[src/rtl/mem_wait_responder.sv]
// Memory-side responder for the controller wait_ handshake.
// Each access runs for a programmable number of cycles and then commits to a local register-file memory.
module mem_wait_responder #(
    parameter int DATA_W  = 16,
    parameter int ADDR_W  = 8,
    parameter int LATENCY = 3
) (
    input  logic              clk,
    input  logic              rst_n,
    input  logic              mem_rd,
    input  logic              mem_wr,
    input  logic [ADDR_W-1:0] addr,
    input  logic [DATA_W-1:0] wdata,
    output logic [DATA_W-1:0] rdata,
    output logic              wait_,
    output logic              done,
    output logic              err
);

    localparam int CNT_W = 4;

    typedef enum logic [1:0] {
        IDLE,
        BUSY,
        DONE
    } state_t;

    state_t            state;
    state_t            state_nxt;
    logic [CNT_W-1:0]  cnt;
    logic [ADDR_W-1:0] addr_q;
    logic [DATA_W-1:0] wdata_q;
    logic              op_wr;
    logic              req;
    logic              accept;
    logic              commit;

    logic [DATA_W-1:0] mem [2**ADDR_W];

    assign req  = mem_rd | mem_wr;
    assign done = (state == DONE);

    always_comb begin
        state_nxt = state;
        wait_     = 1'b0;
        accept    = 1'b0;
        commit    = 1'b0;
        unique case (state)
            IDLE: begin
                wait_ = req;
                if (req) begin
                    accept    = 1'b1;
                    state_nxt = BUSY;
                end
            end
            BUSY: begin
                wait_ = 1'b1;
                if (!req) begin
                    state_nxt = IDLE;
                end else if (cnt == '0) begin
                    commit    = 1'b1;
                    state_nxt = DONE;
                end
            end
            DONE: begin
                state_nxt = IDLE;
            end
            default: begin
                state_nxt = IDLE;
            end
        endcase
    end

    always_ff @(posedge clk or negedge rst_n) begin
        if (!rst_n) begin
            state   <= IDLE;
            cnt     <= '0;
            addr_q  <= '0;
            wdata_q <= '0;
            op_wr   <= 1'b0;
            rdata   <= '0;
            err     <= 1'b0;
        end else begin
            state <= state_nxt;
            if (accept) begin
                addr_q  <= addr;
                wdata_q <= wdata;
                op_wr   <= mem_wr;
                cnt     <= CNT_W'(LATENCY - 1);
                if (mem_rd && mem_wr) begin
                    err <= 1'b1;
                end
            end else if (state == BUSY && req && cnt != '0) begin
                cnt <= cnt - 1'b1;
            end
            if (commit && !op_wr) begin
                rdata <= mem[addr_q];
            end
        end
    end

    // Storage is deliberately left out of reset so contents survive it.
    always_ff @(posedge clk) begin
        if (commit && op_wr) begin
            mem[addr_q] <= wdata_q;
        end
    end

endmodule

[config.mk]
export PLATFORM = sky130hd
export DESIGN_NAME = mem_wait_responder
export DESIGN_NICKNAME = d
export VERILOG_FILES = /design/src/rtl/mem_wait_responder.sv
export SDC_FILE = /design/constraint.sdc
export NUM_CORES = 2
export LEC_CHECK = 0
export ABC_AREA = 0
export BUFFER_PORTS_ARGS = -buffer_cell sky130_fd_sc_hd__buf_2
export CAP_MARGIN = 20
export CORE_ASPECT_RATIO = 1.5
export CORE_MARGIN = 2
export CORE_UTILIZATION = 40
export DETAILED_ROUTE_END_ITERATION = 10
export RECOVER_POWER = 25
export SLEW_MARGIN = 20
export SYNTH_ARGS = -nofsm -noshare
export SYNTH_HDL_FRONTEND = slang
export SYNTH_SLANG_ARGS = --single-unit
[constraint.sdc]
create_clock -name clk -period 5.3 [get_ports clk]
set_input_delay 1.06 -clock clk [delete_from_list [all_inputs] [get_ports clk]]
set_output_delay 1.06 -clock clk [all_outputs]
set_load 0.05 [all_outputs]
==> metrics <==
setup TNS 0 ns; Setup violations, final 0; dpl hpwl 273000 um; P&R area growth vs syn 13.4%; Avg Synthesized Cell Area 22.0 um^2; count of cell types in the netlist 62; Die Height 777 um; DRT Pass-1 Iters 6; Power, Total 102 mW; largest net degree at the start of global routing 189; clock network power share 26.5%; synth warn 0; clock latency at the later pin of the worst-skew pair 0.93 ns; Int Power 67.7 mW; leading cell type in the layout, fill and taps excluded edfxtp_1; Crit path buffers/inverters 1; number of flops mapped to enable cells by yosys 4096; Seq pwr share 42.9%; post_cts resized 0; DRT iter0 DRCs 9000; Syn Nets 7285; adder-cell share of the synthesized area 0.00785%; WL/cell 32.6 um; Clock Path Buffers 4; worst-path cell chain clkbuf_2; Final Hold Slack 0.359 ns; CTS Hold Buffers Added 0; crit path DAT 4.82 ns; Core Box Area 396000 um^2; Combinational Power Share 30.6%; Die Wd approximately 520 um; NetSw 33.8 mW; met3 WL post-DR 28600 um; Crit Path Class flip-flop to flip-flop; layout cell share with drive strength beyond 1 27.1%; CTS Root Cell clkbuf_16; final hold vios 0; met1 WL 153000 um; actual slew at the worst max-slew pin roughly 4.2 ns; failing checks capacitance limit, slew limit; DR WL met2 229000 um; final net count about 7800; IO Pins 47; Switching Fraction 33.3%; Max Cap Viol 33; pwr dens about 560 nW/um^2; outcome finished, violations left; hold crit path type primary input to flip-flop; leakage 56.8 nW; initial antenna violation count 16; top routing layer used met4; min cycle time layout 4.71 ns; Seq cells post-synth 4144; drt total wl 437000 um; RSZ-0062 raised after global routing no; Slew Limit Fails approximately 2500; site row count between 200 and 300; maximum VDD drop 1000 uV; Initial Util 40.2%; Synth async-reset ratio under 10%; port bufs 46; slowest CP cell clkbuf_2; Vias 77854; # Post-CTS Setup Buffers 0; CTS tree done; Tcrit/Tclk final 88.9%; Post-Synth Simple-Gate Area between 1.5 and 2%; final setup skew 0.0288 ns; register area share after synthesis 77.9%; Crit. End Element flip-flop; GRT Total Usage 21.3%; gpl congestion 0.901; xor-xnor portion of the synthesized cell area 0.0165%; Max stage delay on crit path 2.77 ns; H-tree level count 5; Synth Cell Area 159000 um^2; Worst Path Required ~5.4 ns; FMAX 0.212 GHz; Slew headroom -181%; Crit path max-delay family buffers and inverters; post-synthesis mux area share 16.0%; Mapped Cells 7256; TritonCTS buffer count 360; first-pass GRT wire length 611000 um; largest family of logic cells by synthesized area multiplexers; setup ws final approximately 0.59 ns; commonest cells after routing, fill and taps aside edfxtp_1, mux4_2, buf_4; CP Launch Type flip-flop; CP Max Fanout between 150 and 200; detailed-route DRC error count 0; Top FF cell, synth edfxtp_1; pre-CTS setup slack 0.511 ns; GRT Residual Overflow 0; Clock Pin Slew Worst Setup and Hold Paths 0.07 ns; antenna viol nets, final 0; die area 404000 um^2; vias per std cell a little under 6; Synth Area in Compound Gates roughly 2.6%; R2R Setup Slk 0.59 ns; vias in the first global route 79249; clock sinks 4144
[synthesized netlist by cell type (38+ instances only)]
cell | number | share of area [%]
mux2i_1 | 339 | 2.1
a31oi_1 | 45 | 0.18
edfxtp_1 | 4096 | 77
dfrtp_1 | 48 | 0.75
a221oi_1 | 39 | 0.21
nor2_1 | 346 | 0.81
mux2_2 | 79 | 0.56
a22oi_1 | 97 | 0.46
clkbuf_1 | 147 | 0.35
nand2_1 | 165 | 0.39
mux4_2 | 939 | 13
o21ai_0 | 84 | 0.26
buf_4 | 85 | 0.40
a22o_1 | 38 | 0.21
o22ai_1 | 107 | 0.42
buf_2 | 140 | 0.44
a21oi_1 | 64 | 0.20
nand3_1 | 61 | 0.19
buf_6 | 38 | 0.27
[routing by layer]
layer / track usage [%] / vias up
li1: - / 31665
met5: 0 / -
met3: 2.91 / 747
met1: 25.1 / 42101
met4: 10.9 / 0
met2: 38.0 / 3341
[registers in the layout (all words and copies together), names as in the netlist]
| name | cells |
|---|---|
| rdata | 16 |
| op_wr | 1 |
| cnt | 4 |
| err | 1 |
| addr_q | 8 |
| wdata_q | 16 |
| state | 2 |
| mem | 4096 |
[power groups by stage]
stage,Combinational (mW),Sequential (mW),Clock (mW)
floorplan,16.5,45.6,0
global placement,30.9,43.9,0
detailed placement,31.4,43.9,0
CTS,31.4,43.2,27.4
global route,32.3,43.5,28.5
finish,31.1,43.5,26.9
[logic make-up after synthesis]
logic type                 count (synthesis)
AOI/OAI and AO/OA                        605
muxes                                   1357
adders and majority gates                  1
and+or+nand+nor                          706
xor gates and xnor gates                   3
buffers and inverters                    440
DFF                                     4144
[stage by stage]
stage               util (%)  cell area (um^2)  std cells
floorplan                  -            159000       7256
global placement        42.7            169000      12715
detailed placement      42.7            169000      12716
CTS                     45.7            181000      13360
global route            45.6            181000      13376
finish                  45.6            181000      13388
[cell type report]
class	count	area (um^2)
Inverter	12	52.6
Clock inverter	213	2340
Antenna cell	26	65.1
Fill cell	32762	215000
Sequential cell	4144	124000
Clock buffer	431	9510
Multi-Input combinational cell	2672	32900
Tap cell	5272	6600
Timing Repair Buffer	618	5110
[final timing paths]
kind / startpoint / endpoint / cells past startpoint
max reg2reg: wdata_q[15] / mem[46][15] / 1
min in group asynchronous: rst_n / addr_q[1] / 2
max in group asynchronous: rst_n / addr_q[3] / 2
max: wdata_q[15] / mem[46][15] / 1
min reg2reg: err / err / 1
min: wdata[1] / wdata_q[1] / 2
No activity file was read; power rests on OpenSTA's default activity.
